<file path="src/rtl/instr_sequencer_if.sv">
// rtl/instr_sequencer_if.sv - sequencer <-> datapath/memory signal bundle
// Step exists only when SEQ_SINGLE_STEP_EN is defined.
interface instr_sequencer_if #(
  parameter int PC_W  = 10,
  parameter int CNT_W = 16
);
  logic             Start;
  logic [PC_W-1:0]  StartAddr;
  logic             Branch;
  logic             Taken;
  logic [PC_W-1:0]  Target;
  logic             MemWrite;
  logic             MemtoReg;
  logic             RegWrite;
  logic             Halt;
  logic             MemAck;
`ifdef SEQ_SINGLE_STEP_EN
  logic             Step;
`endif
  logic [PC_W-1:0]  PC;
  logic             InstrEn;
  logic             MemReq;
  logic             MemWe;
  logic             RegWe;
  logic             Done;
  logic [CNT_W-1:0] CycleCount;

  modport master (
`ifdef SEQ_SINGLE_STEP_EN
    input  Step,
`endif
    input  Start, StartAddr, Branch, Taken, Target,
    input  MemWrite, MemtoReg, RegWrite, Halt, MemAck,
    output PC, InstrEn, MemReq, MemWe, RegWe, Done, CycleCount
  );

  modport slave (
`ifdef SEQ_SINGLE_STEP_EN
    output Step,
`endif
    output Start, StartAddr, Branch, Taken, Target,
    output MemWrite, MemtoReg, RegWrite, Halt, MemAck,
    input  PC, InstrEn, MemReq, MemWe, RegWe, Done, CycleCount
  );
endinterface

</file>
<file path="src/rtl/instr_sequencer.sv">
// rtl/instr_sequencer.sv - multi-cycle FETCH/DECODE/EXEC/MEM/WB sequencer for the 9-bit CPU
// Optional single-step PAUSE state enabled by SEQ_SINGLE_STEP_EN.
module instr_sequencer #(
  parameter int PC_W  = 10,
  parameter int CNT_W = 16
) (
  input logic               Clk,
  input logic               Reset,
  instr_sequencer_if.master bus
);
  typedef enum logic [2:0] {
    IDLE, FETCH, DECODE, EXEC, MEM, WB, HALTED, PAUSE
  } state_t;

  state_t           state_q, state_d;
  logic [PC_W-1:0]  pc_q, tgt_q;
  logic [CNT_W-1:0] cnt_q;
  logic             br_q;
  logic             start_ok, counting;
  logic             instr_en, mem_req, mem_we, reg_we, done;

  assign start_ok = bus.Start && (state_q == IDLE || state_q == HALTED);
  assign counting = !(state_q inside {IDLE, HALTED, PAUSE});

  always_ff @(posedge Clk or negedge Reset) begin
    if (!Reset) state_q <= IDLE;
    else        state_q <= state_d;
  end

  always_comb begin
    state_d  = state_q;
    instr_en = 1'b0;
    mem_req  = 1'b0;
    mem_we   = 1'b0;
    reg_we   = 1'b0;
    done     = 1'b0;
    case (state_q)
      IDLE:    if (bus.Start) state_d = FETCH;
      FETCH: begin
        instr_en = 1'b1;
        state_d  = DECODE;
      end
      DECODE:  state_d = bus.Halt ? HALTED : EXEC;
      EXEC:    state_d = (bus.MemWrite || bus.MemtoReg) ? MEM : WB;
      MEM: begin
        mem_req = 1'b1;
        mem_we  = bus.MemWrite;
        if (bus.MemAck) state_d = WB;
      end
      WB: begin
        reg_we = bus.RegWrite;
`ifdef SEQ_SINGLE_STEP_EN
        state_d = PAUSE;
`else
        state_d = FETCH;
`endif
      end
      HALTED: begin
        done = 1'b1;
        if (bus.Start) state_d = FETCH;
      end
`ifdef SEQ_SINGLE_STEP_EN
      PAUSE:   if (bus.Step) state_d = FETCH;
`endif
      default: state_d = IDLE;
    endcase
  end

  // Branch decision and target are captured in EXEC so WB is immune to decoder changes.
  always_ff @(posedge Clk or negedge Reset) begin
    if (!Reset) begin
      pc_q  <= '0;
      cnt_q <= '0;
      br_q  <= 1'b0;
      tgt_q <= '0;
    end else begin
      if (start_ok) begin
        pc_q  <= bus.StartAddr;
        cnt_q <= '0;
      end else begin
        if (counting && cnt_q != '1) cnt_q <= cnt_q + CNT_W'(1);
        if (state_q == WB) pc_q <= br_q ? tgt_q : pc_q + PC_W'(1);
      end
      if (state_q == EXEC) begin
        br_q  <= bus.Taken & bus.Branch;
        tgt_q <= bus.Target;
      end
    end
  end

  // MemReq is also gated by Reset so the request drops the instant reset asserts.
  assign bus.PC         = pc_q;
  assign bus.InstrEn    = instr_en;
  assign bus.MemReq     = mem_req & Reset;
  assign bus.MemWe      = mem_we & Reset;
  assign bus.RegWe      = reg_we;
  assign bus.Done       = done;
  assign bus.CycleCount = cnt_q;
endmodule

</file>
<file path="src/flat_wrapper.sv">
// flat-port wrapper written by rule: the top's interface ports become plain ports
module instr_sequencer_flat 
#(
  parameter int PC_W  = 10,
  parameter int CNT_W = 16
)
  (Clk, Reset, bus_Start, bus_StartAddr, bus_Branch, bus_Taken, bus_Target, bus_MemWrite, bus_MemtoReg, bus_RegWrite, bus_Halt, bus_MemAck, bus_PC, bus_InstrEn, bus_MemReq, bus_MemWe, bus_RegWe, bus_Done, bus_CycleCount);
  instr_sequencer_if #(.PC_W(PC_W), .CNT_W(CNT_W)) bus_i ();
  input logic Clk;
  input logic Reset;
  input wire logic [$bits(bus_i.Start)-1:0] bus_Start;
  input wire logic [$bits(bus_i.StartAddr)-1:0] bus_StartAddr;
  input wire logic [$bits(bus_i.Branch)-1:0] bus_Branch;
  input wire logic [$bits(bus_i.Taken)-1:0] bus_Taken;
  input wire logic [$bits(bus_i.Target)-1:0] bus_Target;
  input wire logic [$bits(bus_i.MemWrite)-1:0] bus_MemWrite;
  input wire logic [$bits(bus_i.MemtoReg)-1:0] bus_MemtoReg;
  input wire logic [$bits(bus_i.RegWrite)-1:0] bus_RegWrite;
  input wire logic [$bits(bus_i.Halt)-1:0] bus_Halt;
  input wire logic [$bits(bus_i.MemAck)-1:0] bus_MemAck;
  output wire logic [$bits(bus_i.PC)-1:0] bus_PC;
  output wire logic [$bits(bus_i.InstrEn)-1:0] bus_InstrEn;
  output wire logic [$bits(bus_i.MemReq)-1:0] bus_MemReq;
  output wire logic [$bits(bus_i.MemWe)-1:0] bus_MemWe;
  output wire logic [$bits(bus_i.RegWe)-1:0] bus_RegWe;
  output wire logic [$bits(bus_i.Done)-1:0] bus_Done;
  output wire logic [$bits(bus_i.CycleCount)-1:0] bus_CycleCount;
  assign bus_i.Start = bus_Start;
  assign bus_i.StartAddr = bus_StartAddr;
  assign bus_i.Branch = bus_Branch;
  assign bus_i.Taken = bus_Taken;
  assign bus_i.Target = bus_Target;
  assign bus_i.MemWrite = bus_MemWrite;
  assign bus_i.MemtoReg = bus_MemtoReg;
  assign bus_i.RegWrite = bus_RegWrite;
  assign bus_i.Halt = bus_Halt;
  assign bus_i.MemAck = bus_MemAck;
  assign bus_PC = bus_i.PC;
  assign bus_InstrEn = bus_i.InstrEn;
  assign bus_MemReq = bus_i.MemReq;
  assign bus_MemWe = bus_i.MemWe;
  assign bus_RegWe = bus_i.RegWe;
  assign bus_Done = bus_i.Done;
  assign bus_CycleCount = bus_i.CycleCount;
  instr_sequencer #(.PC_W(PC_W), .CNT_W(CNT_W)) u_core (.Clk(Clk), .Reset(Reset), .bus(bus_i));
endmodule
</file>
<file path="config.mk">
export PLATFORM = sky130hd
export DESIGN_NAME = instr_sequencer_flat
export DESIGN_NICKNAME = d
export VERILOG_FILES = /design/src/rtl/instr_sequencer_if.sv /design/src/rtl/instr_sequencer.sv /design/src/flat_wrapper.sv
export SDC_FILE = /design/constraint.sdc
export NUM_CORES = 1
export LEC_CHECK = 0
export BUFFER_PORTS_ARGS = -buffer_cell sky130_fd_sc_hd__buf_2
export CAP_MARGIN = 20
export CORE_MARGIN = 3
export CORE_UTILIZATION = 55
export CTS_BUF_LIST = sky130_fd_sc_hd__clkbuf_2
export CTS_CLUSTER_DIAMETER = 80
export DETAILED_ROUTE_END_ITERATION = 16
export PLACE_DENSITY = 0.82
export SLEW_MARGIN = 40
export SYNTH_ARGS = -nofsm -noshare
export SYNTH_HDL_FRONTEND = slang
export SYNTH_SLANG_ARGS = --single-unit
export TNS_END_PERCENT = 10
</file>
<file path="constraint.sdc">
create_clock -name Clk -period 2.15 [get_ports Clk]
set_clock_uncertainty 0.05 [all_clocks]
set_input_delay 0.3225 -clock Clk [delete_from_list [all_inputs] [get_ports Clk]]
set_output_delay 0.3225 -clock Clk [all_outputs]
set_load 0.03 [all_outputs]
</file>
==> Word-level counts from Yosys, hierarchy flattened <==
Cells that the tools add are included.
{ "classes": {"bitwise_logic": 3, "n_div": 0, "eq_ne": 10, "multipliers": 0, "n_reduce_logical": 11, "n_lt_le_gt_ge": 0, "shifts": 0, "add_sub_neg": 2, "mux": 15} }
{ "ops": {"columns": ["operator", "count"], "rows": [
  ["$mux W16", 2],
  ["$mux W10", 3],
  ["$pmux W3 S6", 1],
  ["$add A16 B1 Y16 const B", 1],
  ["$ne A16 B16 Y1 const B", 1],
  ["$eq A3 B3 Y1 const B", 4],
  ["$add A10 B1 Y10 const B", 1],
  ["$mux W3", 3],
  ["$eq A3 B2 Y1 const B", 2],
  ["$mux W1", 6],
  ["$reduce_bool A2 Y1", 2],
  ["$and A1 B1 Y1", 3],
  ["$eq A3 B1 Y1 const B", 1],
  ["$logic_not A3 Y1", 1],
  ["$reduce_bool A3 Y1", 1],
  ["$logic_and A1 B1 Y1", 2],
  ["$logic_or A1 B1 Y1", 2],
  ["$ne A2 B1 Y1 const B", 1],
  ["$ne A2 B2 Y1 const B", 1],
  ["$reduce_and A2 Y1", 1],
  ["$reduce_or A2 Y1", 1],
  ["$logic_not A1 Y1", 1]
]} }
{ "word_totals": {"latch_bits": 0, "memories": 0, "ff_bits": 40, "mem_bits_rw": 0, "output_inout_bits": 31, "romBits": 0, "wordCells": 46} }

==> Logic depth before layout (Yosys ltp) <==
Gate-level depths: netlist (run 1).
{ "logic_depth": {"depth_word": 6, "depth_mapped": 6, "depth_no_buf": 5} }

==> Worst setup path after synthesis (run 1) <==
Ideal clock, no wire load.
{ "synth_path": {"kind": "flip-flop to output port", "start": "register u_core.state_q[1]", "end": "output bus_MemWe", "stages_incl_launch_ff": 4, "t_arrival_ns": 2.121, "path_slack_ns": -0.343, "path_buffers": 1, "required_ns": 1.778, "path_cell_list": "dfrtp_1 > clkbuf_1 > nor4bb_1 > and2_1"} }
{ "synth_via": {"elab_chain_cells": 3} }
{ "synth_lines": {"columns": ["item", "line_no", "source"], "rows": [
  ["from (decl)", "instr_sequencer.sv:15", "state_t state_q, state_d;"],
  ["from (signal assigned)", "instr_sequencer.sv:27", "else state_q <= state_d;"],
  ["$eq A3 B3 Y1", "instr_sequencer.sv:37", "case (state_q)"],
  ["$mux W1", "instr_sequencer.sv:37", null],
  ["$and A1 B1 Y1", "instr_sequencer.sv:95", "assign bus.MemWe = mem_we & Reset;"],
  ["to (decl)", "flat_wrapper.sv:24", "output wire logic [$bits(bus_i.MemWe)-1:0] bus_MemWe;"]
]} }
Every way passes these cells.

==> Final worst setup path (run 1) <==
{ "layout_path": {"start": "register u_core.state_q[0]", "end": "output bus_MemWe"} }
Same word-level chain as after synthesis.

==> results of run 1 <==
[registers in the layout, indices dropped and copies added (netlist names)]
| name | cells |
|---|---|
| u_core.tgt_q | 10 |
| u_core.state_q | 3 |
| u_core.bus.PC | 10 |
| u_core.bus.CycleCount | 16 |
| u_core.br_q | 1 |
[area by class of cell]
type | count | area [um^2]
Fill cell | 324 | 1270
Clock buffer | 5 | 25.0
Sequential cell | 40 | 1000
Tap cell | 50 | 62.6
Clock inverter | 3 | 37.5
Multi-Input combinational cell | 198 | 1310
Inverter | 2 | 7.51
Timing Repair Buffer | 66 | 348
[power by group through the flow]
| stage | Clock, mW | Sequential, mW | Combinational (mW) |
|---|---|---|---|
| detailed placement | 0 | 1.37 | 1.72 |
| floorplan | 0 | 1.53 | 1.08 |
| global route | 0.469 | 1.43 | 1.92 |
| CTS | 0.444 | 1.36 | 1.73 |
| global placement | 0 | 1.35 | 1.67 |
| finish | 0.432 | 1.37 | 1.74 |
[synthesized netlist by cell type (3+ instances only)]
cell type,n
a21oi_1,11
nor4_1,8
a31oi_1,5
nand2b_1,12
o31ai_1,4
xnor2_1,4
o311ai_0,5
nand2_1,36
mux2_2,10
o21ai_0,14
nor3_1,3
or4_1,3
and3_1,4
nand4_1,4
mux2i_1,13
dfrtp_1,40
buf_2,4
nor2_1,12
and4_1,3
and2_1,5
nand3_1,12
clkbuf_1,8
[cells by family after synthesis]
family,after synthesis,synth area share [%]
DFF,40,42.4
buffers and inverters,15,2.92
adders and majority gates,2,1.06
muxes,23,10.3
xor gates and xnor gates,4,1.48
and+or+nand+nor,114,26.2
AOI/OAI and AO/OA,55,15.6
[stage by stage]
step | worst slack (ps) | utilization (%) | std cells
after floorplan | 193 | - | 253
after global placement | 390 | 66.9 | 355
after detailed placement | 329 | 66.9 | 355
after CTS | 47.7 | 68.7 | 364
after global routing | -7.68 | 68.8 | 364
final | 113 | 68.8 | 364
[path summary, 6_finish.rpt]
check,startpoint,to,slack (ps),cells past startpoint
max in group asynchronous,Reset,u_core.state_q[2]$_DFFE_PN0P_,1170,3
worst max register to register,u_core.bus.CycleCount[0]$_DFFE_PN0P_,u_core.bus.CycleCount[7]$_DFFE_PN0P_,290,5
worst min register to register,u_core.tgt_q[5]$_DFFE_PN0P_,u_core.tgt_q[5]$_DFFE_PN0P_,480,1
min in group asynchronous,Reset,u_core.bus.CycleCount[5]$_DFFE_PN0P_,480,3
worst max-delay path,u_core.state_q[0]$_DFFE_PN0P_,bus_MemWe,110,4
worst min-delay path,bus_StartAddr[2],u_core.bus.PC[2]$_DFFE_PN0P_,70,3
[critical path: cells and delay by family (launching register included)]
kind,cells,cell delay [ps]
flip-flops,1,490
buffers and inverters,2,370
AND/OR/NAND/NOR,2,410
[layer usage]
layer | GRT usage (%) | vias to the layer above
li1 | - | 1063
met1 | 29.1 | 1033
met2 | 39.3 | 86
met3 | 5.19 | 7
met4 | 7.31 | 0
met5 | 0 | -
[what timing repair did]
item,in CTS,in global routing
endpoints found under the hold margin,40,0
resized for setup,1,3
hold buffers,1,0
pin swaps,0,0
setup endpoints to repair,1,2
==> results.yml, run 1 <==
timing:
  final.min_clock_period_ps: 2040
  slew_viol_final: 0
  slew_headroom_pct: 56.6
  rsz0062_at_grt: "true"
  holdWs_ps: 69.8
  tightest_slew_ps: 651
  hold_viol: 0
  setup_viol: 0
  finalSetupTns_ps: 0
  min_period_over_period_pct: 94.8
  fmax_ghz: 0.491
critical_path:
  arrival_ps: 1660
  cp.required_ps: 1780
  worst-setup-path-type: "register to primary output"
  cp_cell_sequence: "buf_4 -> nor4bb_4 -> and2_1 -> buf_2"
  critPathSlowestCell: "dfrtp_2"
  crit_fanout: 9
  end_kind: "primary output"
  max_stage_delay_ps: 490
  cp-start-kind: "register"
finish:
  nets: 345
  layout_common_cells: "60 x buf_2, 37 x dfrtp_1, 36 x nand2_1"
  final_layout_size_suffix_gt1_share_pct: 28.3
  area_growth_pct: 18.3
  final_area_um2: 2790
  final_common_cell: "buf_2"
  antenna_cells: 0
logic_synthesis:
  yosys.cell_types.count: 48
  ys_seq_elements: 40
  synth_area_per_cell_um2: 9.33
  synth.net_count: 285
  yosysWarnings: 0
  netlist.area_leader.share_pct: 42.4
  synth_top_cell_by_area: "dfrtp_1"
  postSynthCellCount: 253
  ys_seq_area_share_pct: 42.4
  synth_ff_type: "dfrtp_1"
  syn-cell-area_um2: 2360
  async_flop_share_pct: 100
  synth_edf_count: 0
  synthTopCellsByArea: "dfrtp_1 42%, nand2_1 5.7%, mux2i_1 5.5%, mux2_2 4.8%, nand2b_1 3.2%"
route:
  first_pass_iters: 4
  via_per_inst: 6.01
  routed_wl_mm: 5.66
  vias: 2189
  wl_met3_um: 382
  antenna_left: 0
  wl_met1_mm: 2.34
  dr_wl_met2_mm: 2.87
  drt_iter0_drc: 155
  drcViolationCount: 0
  topRoutingLayerUsed: "met4"
  wl_per_cell_um: 15.5
clock_tree:
  cts_tree: "built"
  clkTransAtPathRegs_ps: 200
  htreeDepth: 2
  clk_latency_ps: 400
  cts_setup_buffers: 0
  cts_inserted_buffers: 5
  clockRootBuffer: "clkbuf_2"
  clockBufferDepth: 2
  cts.sinks: 40
die:
  start_util_pct: 58.2
  die_h_um: 71.5
  dieWidth_um: 71.5
  design.core.area_um2: 4060
  fp-row-count: 23
  ios: 61
  die_area_um2: 5110
placed_design:
  hpwl_mm: 4.01
  placed_cell_area_um2: 2710
  portBuffers: 60
  place.gp.congestion: 0.883
pwr:
  power_frac_seq_pct: 38.8
  total_power_mw: 3.54
  p_leak_nw: 1.24
  power.density_nw_per_um2: 1270
  combPwrFrac_pct: 49.0
  peakVddDrop_mv: 0.838
  netSwitchingFraction_pct: 46.0
  switching_power_mw: 1.63
  clockPowerShare_pct: 12.2
  p_int_mw: 1.91
grt:
  grt_usage_pct: 23.0
  first_global_vias: 2071
  grt_start_max_net_pins: 41
  antenna_found_initial: 0
  grt_overflow: 0
  grt_pass1_wl_mm: 9.36
job:
  drv_cap: 0
status:
  outcome: "finished clean"
min_path:
  hold_path_class: "input pin to register"
(Power assumes the default switching activity.)
==> inputs of run 2 (changes only) <==
ABC_AREA = 1   (was unset)
PLACE_DENSITY = 0.81   (was 0.82)
==> run 2 against run 1 <==
Compared with the run above:
- register-to-register slack is essentially flat
- sequential share of layout area shrank 1.5 points
- worst hold slack lost 35 ps
- design area grew 4.2%
- critical path depth grew 2
- maximum frequency grew 3.2%
- critical path type unchanged
- largest cell class unchanged
- highest routed layer unchanged
==> results.yml, run 2 <==
min_path:
  hold_path_class: "input pin to register"
  holdPathEnd: "u_core.tgt_q[1]$_DFFE_PN0P_"
  min_from: "bus_Target[1]"
  min_path_cells: 3
timing:
  finalSetupTns_ps: 0
  slew_headroom_pct: 65.5
  hold_viol: 0
  fmax_ghz: 0.507
  min_period_over_period_pct: 91.8
  final.min_clock_period_ps: 1970
  tightest_slew_ps: 518
  setup_viol: 0
  slew_viol_final: 0
  setup_ws_ps: 176
pwr:
  p_leak_nw: 1.68
  power.density_nw_per_um2: 1230
  peakVddDrop_mv: 0.697
placed_design:
  dp_cells: 458
  place.gp.congestion: 0.864
  portBuffers: 60
  dp_slack_ps: 276
  hpwl_mm: 4.29
  placed_cell_area_um2: 2820
critical_path:
  cp.required_ps: 1780
  r2r_cells: 8
  r2r_slack_ps: 280
  crit_fanout: 6
  reg2reg_from: "u_core.state_q[1]$_DFFE_PN0P_"
  end_kind: "primary output"
  worst-setup-path-type: "register to primary output"
  arrival_ps: 1600
  cp-start-kind: "register"
  timing.rr.end: "u_core.bus.PC[0]$_DFFE_PN0P_"
logic_synthesis:
  netlist.area_leader.share_pct: 39.9
  yosysMostFrequentCell: "nand2_1"
  syn-cell-area_um2: 2510
  synth_area_per_cell_um2: 7.05
  ys_seq_elements: 40
  ys_seq_area_share_pct: 39.9
  synth.top_cells.by_count: "142 x nand2_1, 40 x dfrtp_1, 33 x inv_1"
  yosys.cell_types.count: 30
  synth.net_count: 388
  postSynthCellCount: 356
  synthTopCellsByArea: "dfrtp_1 40%, nand2_1 21%, nand3_1 5.8%, inv_1 4.9%, nor2_1 3.9%"
  synth_edf_count: 0
  yosysWarnings: 0
  synth_top_cell_by_area: "dfrtp_1"
  async_flop_share_pct: 100
  synth_ff_type: "dfrtp_1"
die:
  dieWidth_um: 73.6
  design.core.area_um2: 4200
  die_area_um2: 5410
  fp-row-count: 23
  die_h_um: 73.6
  ios: 61
  start_util_pct: 59.8
route:
  wl_per_cell_um: 12.6
  routed_wl_mm: 5.91
  drt_iter0_drc: 247
  drcViolationCount: 0
  antenna_left: 0
  first_pass_iters: 4
  vias: 2448
  via_per_inst: 5.21
finish:
  largest_reg_flops: 16
  antenna_cells: 0
  final_area_um2: 2910
  final_common_cell: "nand2_1"
  nets: 451
  final_layout_size_suffix_gt1_share_pct: 21.7
  layout_common_cells: "142 x nand2_1, 60 x buf_2, 39 x dfrtp_1"
  final_util_pct: 69.2
  stdcell_count: 470
  area_growth_pct: 15.8
  fill_cells: 368
clock_tree:
  htreeDepth: 2
  clk_latency_ps: 410
  clkTransAtPathRegs_ps: 220
  cts_setup_buffers: 0
  cts.sinks: 40
  clockBufferDepth: 2
  clockRootBuffer: "clkbuf_2"
  cts_tree: "built"
  cts_inserted_buffers: 5
grt:
  antenna_found_initial: 0
  grt_start_max_net_pins: 41
  grt_usage_pct: 23.6
  first_global_vias: 2164
  grt_pass1_wl_mm: 10.1
  grt_overflow: 0
status:
  outcome: "finished clean"
job:
  drv_cap: 0
[run 2: changes by cell type in the layout (fill, tap and decap cells not counted), moves of 12 or more]
cell,previous run,this run
inv_1,2,33
mux2i_1,13,0
nand2_1,36,142
nand2b_1,12,0
nand3_1,12,29
nor2_1,12,26
[run 2: stage by stage]
step           hold slack [ps]  power [mW]
2_1_floorplan            -23.1        2.84
3_3_place_gp               415        3.21
3_5_place_dp               418        3.26
4_1_cts                   19.6        3.60
5_1_grt                  0.698        3.94
6_report                  34.4        3.59
[run 2: power breakdown]
group	internal [mW]	leakage [nW]	switching (mW)
clock network	0.0752	0.0226	0.264
logic	0.634	1.14	1.30
registers	1.02	0.514	0.305
total	1.73	1.68	1.86
[run 2: worst max-delay path: stages (launching register included)]
cell and delay (ps):
dfrtp_2 490, nor2_2 200, nand2_1 110, inv_1 90, nand2_1 50, nor2_1 70
buf_2 190
[run 2: worst max path at each step]
| stage | depth (start not counted) | slack, ps | to | start |
|---|---|---|---|---|
| global placement | 8 | 330 | u_core.bus.PC[0]$_DFFE_PN0P_ | u_core.state_q[1]$_DFFE_PN0P_ |
| global route | 6 | -10 | bus_MemWe | u_core.state_q[1]$_DFFE_PN0P_ |
| floorplan | 10 | 350 | u_core.bus.CycleCount[13]$_DFFE_PN0P_ | u_core.bus.CycleCount[0]$_DFFE_PN0P_ |
| detailed placement | 8 | 280 | u_core.bus.PC[0]$_DFFE_PN0P_ | u_core.state_q[1]$_DFFE_PN0P_ |
| CTS | 6 | 130 | bus_MemWe | u_core.state_q[1]$_DFFE_PN0P_ |
| finish | 6 | 180 | bus_MemWe | u_core.state_q[1]$_DFFE_PN0P_ |
[run 2: routing by layer]
metal	part of all wire (%)	vias to the layer above	GRT usage (%)
met2	46	84	36.2
met3	7.3	6	4.65
met5	0	-	0
li1	-	1254	-
met4	0.86	0	5.23
met1	46	1104	34.4
[run 2: logic make-up (layout without fill, tap and decap cells)]
group	count (synthesis)	in the layout	synth area share [%]
and+or+nand+nor	229	229	41.1
buffers and inverters	48	112	8.42
DFF	40	40	39.9
AOI/OAI and AO/OA	29	29	6.88
xor gates and xnor gates	8	8	2.79
adders and majority gates	2	2	0.996
[run 2: layout make-up]
cell class | count | area (um^2) | area share [%]
Sequential cell | 40 | 1000 | 34.5
Clock inverter | 3 | 18.8 | 0.645
Timing Repair Buffer | 67 | 363 | 12.5
Inverter | 37 | 139 | 4.77
Tap cell | 50 | 62.6 | 2.15
Clock buffer | 5 | 25.0 | 0.860
Multi-Input combinational cell | 268 | 1300 | 44.6
[run 2: repair_timing]
action / 4_1_cts / 5_1_grt
endpoints found under the setup margin: 0 / 1
gates resized for setup: 0 / 1
endpoints found under the hold margin: 40 / 3
hold buffers: 1 / 3
